**config.mk**
```make
export PLATFORM = sky130hd
export DESIGN_NAME = kbd_scan_ctrl
export DESIGN_NICKNAME = d
export VERILOG_FILES = /design/src/rtl/kbd_scan_ctrl.sv
export SDC_FILE = /design/constraint.sdc
export NUM_CORES = 1
export LEC_CHECK = 0
export ABC_AREA = 1
export BUFFER_PORTS_ARGS = -buffer_cell sky130_fd_sc_hd__buf_4
export CELL_PAD_IN_SITES_DETAIL_PLACEMENT = 1
export CELL_PAD_IN_SITES_GLOBAL_PLACEMENT = 1
export CORE_ASPECT_RATIO = 1.4
export CORE_MARGIN = 5
export CORE_UTILIZATION = 42
export DETAILED_ROUTE_END_ITERATION = 12
export PLACE_DENSITY_LB_ADDON = 0.2
export SYNTH_ARGS = -nofsm -noshare
export SYNTH_HDL_FRONTEND = slang
export SYNTH_SLANG_ARGS = --single-unit
export TNS_END_PERCENT = 10
```
**constraint.sdc**
```tcl
create_clock -name clk -period 3.6 [get_ports clk]
set_input_delay 0.18 -clock clk [delete_from_list [all_inputs] [get_ports clk]]
set_output_delay 0.18 -clock clk [all_outputs]
set_load 0.02 [all_outputs]
```
**src/rtl/kbd_scan_ctrl.sv**
```systemverilog
// kbd_scan_ctrl: pops bytes from a PS/2 receiver FIFO one at a time,
// decodes E0/F0 prefixes, tracks the most recent key and reports
// make/release events, a press counter and a sticky error flag.
module kbd_scan_ctrl #(
  parameter int CNT_W = 8
) (
  input  logic             clk,
  input  logic             clrn,
  input  logic             ready,
  input  logic [7:0]       data,
  input  logic             overflow,
  output logic             nextdata_n,
  output logic [7:0]       key_code,
  output logic             key_ext,
  output logic             key_down,
  output logic             key_valid,
  output logic             key_release,
  output logic [CNT_W-1:0] press_cnt,
  output logic             err
);

  typedef enum logic [1:0] {
    IDLE = 2'd0,
    POP  = 2'd1,
    WAIT = 2'd2
  } state_t;

  state_t           state_q, state_d;
  logic [7:0]       byte_q, byte_d;
  logic             ext_pend_q, ext_pend_d;
  logic             brk_pend_q, brk_pend_d;
  logic             nextdata_n_q, nextdata_n_d;
  logic [7:0]       key_code_q, key_code_d;
  logic             key_ext_q, key_ext_d;
  logic             key_down_q, key_down_d;
  logic             key_valid_q, key_valid_d;
  logic             key_release_q, key_release_d;
  logic [CNT_W-1:0] press_cnt_q, press_cnt_d;
  logic             err_q, err_d;

  // Captured byte names the key currently held (same code and same prefix).
  logic same_key;
  assign same_key = key_down_q && (byte_q == key_code_q) && (ext_pend_q == key_ext_q);

  // State register and all decoded outputs; clrn clears everything at once.
  always_ff @(posedge clk or negedge clrn) begin
    if (!clrn) begin
      state_q       <= IDLE;
      byte_q        <= 8'h00;
      ext_pend_q    <= 1'b0;
      brk_pend_q    <= 1'b0;
      nextdata_n_q  <= 1'b1;
      key_code_q    <= 8'h00;
      key_ext_q     <= 1'b0;
      key_down_q    <= 1'b0;
      key_valid_q   <= 1'b0;
      key_release_q <= 1'b0;
      press_cnt_q   <= '0;
      err_q         <= 1'b0;
    end else begin
      state_q       <= state_d;
      byte_q        <= byte_d;
      ext_pend_q    <= ext_pend_d;
      brk_pend_q    <= brk_pend_d;
      nextdata_n_q  <= nextdata_n_d;
      key_code_q    <= key_code_d;
      key_ext_q     <= key_ext_d;
      key_down_q    <= key_down_d;
      key_valid_q   <= key_valid_d;
      key_release_q <= key_release_d;
      press_cnt_q   <= press_cnt_d;
      err_q         <= err_d;
    end
  end

  // Next-state: pop handshake sequencing and scan-code decode in POP.
  always_comb begin
    state_d       = state_q;
    byte_d        = byte_q;
    ext_pend_d    = ext_pend_q;
    brk_pend_d    = brk_pend_q;
    nextdata_n_d  = 1'b1;
    key_code_d    = key_code_q;
    key_ext_d     = key_ext_q;
    key_down_d    = key_down_q;
    key_valid_d   = 1'b0;
    key_release_d = 1'b0;
    press_cnt_d   = press_cnt_q;
    err_d         = err_q | overflow;

    case (state_q)
      IDLE: begin
        if (ready) begin
          byte_d       = data;
          nextdata_n_d = 1'b0;
          state_d      = POP;
        end
      end
      POP: begin
        state_d = WAIT;
        if (byte_q == 8'hE0) begin
          ext_pend_d = 1'b1;
        end else if (byte_q == 8'hF0) begin
          // A second break prefix in a row is a protocol error.
          if (brk_pend_q) err_d = 1'b1;
          brk_pend_d = 1'b1;
        end else if (byte_q == 8'h00 || byte_q == 8'hFF) begin
          err_d      = 1'b1;
          ext_pend_d = 1'b0;
          brk_pend_d = 1'b0;
        end else begin
          ext_pend_d = 1'b0;
          brk_pend_d = 1'b0;
          if (brk_pend_q) begin
            // Only a break of the tracked key counts; older keys are ignored.
            if (same_key) begin
              key_down_d    = 1'b0;
              key_release_d = 1'b1;
            end
          end else if (!same_key) begin
            // New make (typematic repeats of the held key fall through).
            key_code_d  = byte_q;
            key_ext_d   = ext_pend_q;
            key_down_d  = 1'b1;
            key_valid_d = 1'b1;
            press_cnt_d = press_cnt_q + CNT_W'(1);
          end
        end
      end
      WAIT: begin
        state_d = IDLE;
      end
      default: begin
        state_d = IDLE;
      end
    endcase
  end

  assign nextdata_n  = nextdata_n_q;
  assign key_code    = key_code_q;
  assign key_ext     = key_ext_q;
  assign key_down    = key_down_q;
  assign key_valid   = key_valid_q;
  assign key_release = key_release_q;
  assign press_cnt   = press_cnt_q;
  assign err         = err_q;

endmodule

```
======== Word-level counts from Yosys, hierarchy flattened ========
Cells that the tools add are included.
word-level totals
  register bits after elaboration ......... 34
  input port bits ......................... 12
  output and inout bits ................... 22
  word-level logic and storage cells ...... 66
operators by class
  add/sub/neg operators ................... 1
  equality and inequality tests ........... 10
  multiplexer cells ....................... 27
  bitwise gates (word level) .............. 6
  reductions and logical operators ........ 10
operators with widths
  cell                 count
  $mux 1               25
  $eq 8x8->1 const B   3
  $reduce_and 6->1     2
  $add 8x1->8 const B  1
  $eq 8x8->1           1
  $logic_not 8->1      1
  $ne 2x2->1 const B   3
  $reduce_and 2->1     3
  $not 1->1            5
  $pmux 2 s2           1
  $eq 2x1->1 const B   1
  $logic_and 1x1->1    2
  $logic_not 2->1      1
  $mux 2               1
  $ne 2x1->1 const B   1
  $eq 1x1->1           1
  $logic_or 1x1->1     1
  $or 1x1->1           1

======== Longest topological paths before layout ========
Gate-level depths: netlist of run 1.
  depth after elaboration ................. 9
  depth in mapped cells ................... 14
  mapped depth without buffers ............ 13

======== Least setup slack after synthesis of run 1 ========
No wires, ideal clock.
  kind .................................... reg-to-reg
  start point ............................. register key_code_q[0], in the netlist key_code[0]
  end point ............................... register press_cnt_q[0], in the netlist press_cnt[0]
  library setup time ...................... 118 ps
  arrival time ............................ 1573 ps
  data required time ...................... 3482 ps
  path slack .............................. 1909 ps
  stages on the path, launching flop included .. 12
  path buffers ............................ 1
  clock period less this slack ............ 1691 ps
  cell sequence ........................... dfrtp_1 -> o21ai_0 -> nor2_1 -> and3_1 -> nand2_1 -> ha_1 -> inv_1 -> nor2_8 -> nand2_8 -> buf_6 -> nand2_1 -> nand2_1
on the way
  cells in the longest elaborated chain, start to end .. 5
RTL lines
  what                               line  RTL
  start, declared                    33    logic [7:0] key_code_q, key_code_d;
  start signal, assigned             66    key_code_q <= key_code_d;
  $eq 8x8->1                         43    assign same_key = key_down_q && (byte_q == key_code_q) && (ext_pend_q == key_ext_q);
  $logic_and 1x1->1 (2 in a row)     43
  $not 1->1 (no source line)         --
  $reduce_and 6->1 (no source line)  --
  end signal, assigned               71    press_cnt_q <= press_cnt_d;
  end, declared                      38    logic [CNT_W-1:0] press_cnt_q, press_cnt_d;
No other way between the ends.
A chain may end at the register's enable or synchronous reset.

======== Worst setup path in the final report of run 1 ========
  start point ............................. register byte_q[3]
  end point ............................... register press_cnt_q[4], in the netlist press_cnt[4]
on the way
  cells in the longest elaborated chain, start to end .. 5
  elaborated cells between the ends (all ways) .. 13
  classes of those cells .................. 4 x eq/ne; 4 x bitwise; 5 x reduce/logical
RTL lines
  what                                   line  RTL
  start, declared                        29    logic [7:0] byte_q, byte_d;
  start signal, assigned                 62    byte_q <= byte_d;
  $eq 8x8->1                             43
  $logic_and 1x1->1 (2 in a row)         43
  $not 1->1 (no source line)             --
  $reduce_and 6->1 (no source line) (*)  --
Mark *: on every way between the ends. The rest lies on a longest branch, timed or not.

==> metrics, run 1 <==
Req. time, crit path 3.77 ns; WL/cell 13.4 um; simple-gate share of the synthesized area 33.8%; core area 4130 um^2; HP Start data[7]; Layout area overhead 20.9%; Final Wtd Congestion 0.721; Comb pwr share 38.0%; via-per-instance ratio 4.96; setup TNS 0 ns; worst vdd ir 0.312 mV; Max Transition Viols Final 0; synthesized net count 242; Tightest Pin Transition 0.659 ns; clock network fraction of design power 19.5%; diode count 0; largest net degree at the start of global routing 35; count of final setup violators 0; clk_lat worst skew 0.28 ns; mean area per synthesized cell 7.76 um^2; cell family with most CP delay simple AND/OR/NAND/NOR gates; XOR/XNOR share of the synthesized area 2.49%; area of the multi-input gates 769 um^2; Flop pwr share 42.5%; antenna violations before repair 0; CP most frequent cell nand2_1; Compound-Gate Fraction of Synth Area 5.26%; fraction of layout cells with a size suffix above 1 20.1%; Synth cell types 25; launch point of the worst reg-to-reg path byte_q[3]$_DFFE_PN0P_; main combinational cell family by area after synthesis simple AND/OR/NAND/NOR gates; GRT Total Usage 16.7%; Crit. Startpoint byte_q[3]$_DFFE_PN0P_; Leakage 1.20 nW; Total Wirelength 4140 um; first-pass detailed-route iteration total 4; I/O pins 34; Num Clock Sinks 34; fin crit period 1.89 ns; Layout Nets 278; Post-Synthesis Cells 227; Cell Area, Synth 1760 um^2; number of synthesis warnings 0; remaining antenna violation count after routing 0; Worst-path clk slew 0.07 ns; sequence of cells on the critical path inv_2 > o21ai_0 > nor2_1 > nand3_1 > inv_1 > nand2_1 > ha_1 > inv_1 > nor2_8 > nand2_8 > nand2_1 > nand2_1; DRC viols 0; chip height 86.6 um; Pint 0.865 mW; DIE AREA 5600 um^2; register area 852 um^2; Buf/Inv on CP 3; clk_skew 0.00302 ns; total net switching power 0.588 mW; Synth Area in Adders 2.13%; clk root buf clkbuf_8; kind of critical path reg -> reg; H-tree depth 2; CTS Buf Count 5; Setup crit end kind flop; FP Rows 28; grt ovf 0; vias in the first global route 1590; Critical Path Slowest Stage Cell dfrtp_1; CP Data Arrival Time 2.05 ns; post-CTS setup buffers 0; Final Hold Viols 0; max-cap violations 0; Seq/Total Area, Yosys 48.4%; Switching Fraction 40.5%; I/O Buffers 33; period utilization 52.4%; post-synthesis register bit count 34; most common cell after layout, fill and taps aside nand2_1; initial drt markers 29; Worst slew margin 56.0%; first-pass GRT wire length 7250 um; CP max stage delay 0.40 ns; Die Wd 64.7 um; Worst setup SP type flop; RSZ-0062 raised after global routing no; most frequent cells in the layout 86 x nand2_1, 33 x dfrtp_1, 33 x buf_4; status finished, final reports clean; pwr dens 683 nW/um^2; mux contribution to synthesized area 0%; CP max FO 18; vias 1532; worst min-delay path class in -> reg; Hold WS 0.0887 ns; Starting Density 42.6%; clk buf depth 2; DPL Wire Length 3230 um; Max Fclk 0.530 GHz; CTS tree done; filler instances 536
## state kept, by name, indices dropped and copies added, names as in the netlist, 2 cells and up
signal,count
press_cnt,8
state_q,2
byte_q,8
key_code,8
## synthesized netlist by cell type, drive strengths merged
cell    number  area, um^2
nand2       89         360
dfrtp       33         826
inv         27         101
nor2        24         111
nand3       21         105
o21ai       12        60.1
buf          4        33.8
a21oi        3        26.3
ha           3        37.5
xor2         3        26.3
nand4        2        12.5
xnor2        2        17.5
and3         1        6.26
clkbuf       1        3.75
dfstp        1        26.3
o22ai        1        6.26
## path summary, 6_finish.rpt
kind / slack, ns / cells after the start / endpoint
setup / recovery: 1.71 / 12 / press_cnt[4]$_DFFE_PN0P_
hold / removal: 0.09 / 3 / byte_q[7]$_DFFE_PN0P_
setup reg to reg: 1.71 / 12 / press_cnt[4]$_DFFE_PN0P_
hold reg to reg: 0.47 / 1 / state_q[1]$_DFFE_PN0P_
max in group asynchronous: 2.87 / 2 / nextdata_n$_DFF_PN1_
min in group asynchronous: 0.39 / 2 / key_down$_DFFE_PN0P_
## final cells by class
| type | instances | area share (%) |
|---|---|---|
| flip-flops and latches | 34 | 40.0 |
| multi-input cells | 161 | 36.2 |
| repair buffers | 34 | 12.1 |
| inverters | 27 | 4.76 |
| clock buffers | 7 | 4.06 |
| well taps | 45 | 2.65 |
| clock inverters | 1 | 0.235 |
## tightest hold or removal path, delay by kind of cell
family                 cells  cell delay (ns)
AND/OR/NAND/NOR            2             0.08
buffers and inverters      1             0.07
## power by group through the flow
| stage | sequential, mW | clock, mW | combinational (mW) |
|---|---|---|---|
| floorplan | 0.685 | 0 | 0.271 |
| global placement | 0.625 | 0 | 0.546 |
| detailed placement | 0.625 | 0 | 0.562 |
| CTS | 0.620 | 0.295 | 0.565 |
| global route | 0.641 | 0.317 | 0.626 |
| finish | 0.618 | 0.283 | 0.553 |
## cell families after synthesis
logic type	after synthesis
adders and majority gates	3
xor gates and xnor gates	5
DFF	34
AOI/OAI and AO/OA	16
buffers and inverters	32
and+or+nand+nor	137
## what timing repair did
| action | 4_1_cts | 5_1_grt |
|---|---|---|
| resized for setup | 0 | 0 |
| endpoints found under the hold margin | 33 | 0 |
| hold buffers | 1 | 0 |
## per-layer routing
metal	global-route usage [%]	part of all wire [%]	wire length [um]	vias to the layer above
met3	3.89	4.0	166	9
li1	-	-	-	773
met1	19.1	41	1710	719
met4	6.35	2.2	91	0
met5	0	0	0	-
met2	29.9	53	2180	31
## stage by stage
step	util (%)	setup WS, ns	std cells	cell area [um^2]	power [mW]
after floorplan	-	1.91	227	1760	0.957
after global placement	49.0	1.75	300	2030	1.17
after detailed placement	49.0	1.69	300	2030	1.19
after CTS	51.5	1.68	309	2130	1.48
after global routing	51.5	1.44	309	2130	1.58
final	51.5	1.71	309	2130	1.45
(Power assumes the default switching activity.)
==> inputs of run 2 (changes only) <==
- CORE_UTILIZATION: 42 -> 39
- clock period: 3.6 -> 1.95 ns (I/O delays scaled with it)
==> run 2 against run 1 <==
Against the previous run: critical endpoint is now key_code[0]$_DFFE_PN0P_; largest cell class unchanged; via count rose by 2.9%; highest routed layer unchanged; final area rose by 3.1%; die area rose by 6.6%; critical path type unchanged.
==> metrics, run 2 (synthesis results as in run 1) <==
Worst-path clk slew 0.07 ns; Max Transition Viols Final 0; most common cell after layout, fill and taps aside nand2_1; diode count 0; CP Data Arrival Time 1.98 ns; WL/cell 12.9 um; Placed Area 2070 um^2; fin crit period 1.76 ns; worst min-delay path class in -> reg; DIE AREA 5980 um^2; clk_skew 0.00124 ns; CTS Buf Count 5; count of final setup violators 0; dpl ws 0.0533 ns; period utilization 90.2%; via-per-instance ratio 4.75; remaining antenna violation count after routing 0; register area 852 um^2; Final WS setup 0.190 ns; setup TNS 0 ns; Tightest Pin Transition 0.437 ns; final core occ 49.2%; fin cells 332; clk_lat worst skew 0.28 ns; CP max FO 8; pwr dens 1240 nW/um^2; fraction of layout cells with a size suffix above 1 21.9%; total power 2.73 mW; H-tree depth 2; Req. time, crit path 2.17 ns; chip height 89.5 um; FP Rows 29; Num Clock Sinks 34; first-pass detailed-route iteration total 4; kind of critical path reg -> reg; Final Hold Viols 0; core area 4460 um^2; worst vdd ir 0.540 mV; Worst slew margin 70.9%; largest net degree at the start of global routing 35; Layout Nets 284; grt ovf 0; Setup crit end kind flop; Hold WS 0.00822 ns; Switching Fraction 40.6%; Flop pwr share 42.0%; DRC viols 0; clk root buf clkbuf_8; total net switching power 1.11 mW; Pint 1.62 mW; Final Instance Area 2190 um^2; initial drt markers 48; Starting Density 39.4%; Max Fclk 0.568 GHz; Die Wd 66.8 um; Final Wtd Congestion 0.725; antenna violations before repair 0; status finished, final reports clean; GRT Total Usage 16.1%; clk buf depth 2; max-cap violations 0; most frequent cells in the layout 86 x nand2_1, 39 x buf_4, 33 x dfrtp_1; filler instances 572; total placed cells including tap cells 320; post_cts resized 0; RSZ-0062 raised after global routing no; first-pass GRT wire length 7200 um; I/O Buffers 33; Total Wirelength 4290 um; vias 1576; CTS tree done; clock network fraction of design power 19.5%; I/O pins 34; vias in the first global route 1542; Worst setup SP type flop; Layout area overhead 24.7%; DPL Wire Length 3220 um; Comb pwr share 38.4%; area of the multi-input gates 769 um^2; Leakage 1.23 nW
run 2: worst paths after layout:
kind / slack, ns / endpoint / depth (start not counted) / start
max: 0.19 / key_code[0]$_DFFE_PN0P_ / 12 / byte_q[5]$_DFFE_PN0P_
min: 0.008 / byte_q[6]$_DFFE_PN0P_ / 3 / data[6]
max reg2reg: 0.19 / key_code[0]$_DFFE_PN0P_ / 12 / byte_q[5]$_DFFE_PN0P_
min reg2reg: 0.48 / err$_DFF_PN0_ / 2 / err$_DFF_PN0_
max in group asynchronous: 1.32 / nextdata_n$_DFF_PN1_ / 2 / clrn
min in group asynchronous: 0.29 / byte_q[1]$_DFFE_PN0P_ / 2 / clrn
run 2: power groups by stage:
stage          combinational [mW]  sequential, mW  clock (mW)
2_1_floorplan               0.501            1.26           0
3_3_place_gp                 1.03            1.15           0
3_5_place_dp                 1.05            1.15           0
4_1_cts                      1.06            1.15       0.547
5_1_grt                      1.17            1.19       0.585
6_report                     1.05            1.15       0.532
run 2: timing repair:
item                                    CTS  global route
hold buffers                              1             0
endpoints found under the setup margin    0            17
setup buffers                             0             3
endpoints found under the hold margin    33             0
run 2: metal layers:
| metal | share of wire [%] | vias to the layer above | GRT usage [%] |
|---|---|---|---|
| met5 | 0 | - | 0 |
| met4 | 1.6 | 0 | 6.10 |
| met2 | 51 | 30 | 28.2 |
| li1 | - | 787 | - |
| met1 | 43 | 752 | 18.9 |
| met3 | 4.2 | 7 | 3.90 |
run 2: layout make-up:
class	instances	share of cell area, %
Sequential cell	34	38.8
Tap cell	62	3.53
Inverter	27	4.62
Timing Repair Buffer	40	13.8
Clock inverter	1	0.228
Multi-Input combinational cell	161	35.1
Clock buffer	7	3.93
run 2: critical path, stage by stage (launching register included):
cell and delay [ns]:
dfrtp_1 0.41, inv_1 0.09, o21ai_0 0.17, nor2_1 0.07
nand3_1 0.09, inv_1 0.04, nand2_1 0.07, ha_1 0.14
inv_1 0.09, nor2_8 0.18, buf_4 0.19, nand3_1 0.08
nand2_1 0.08
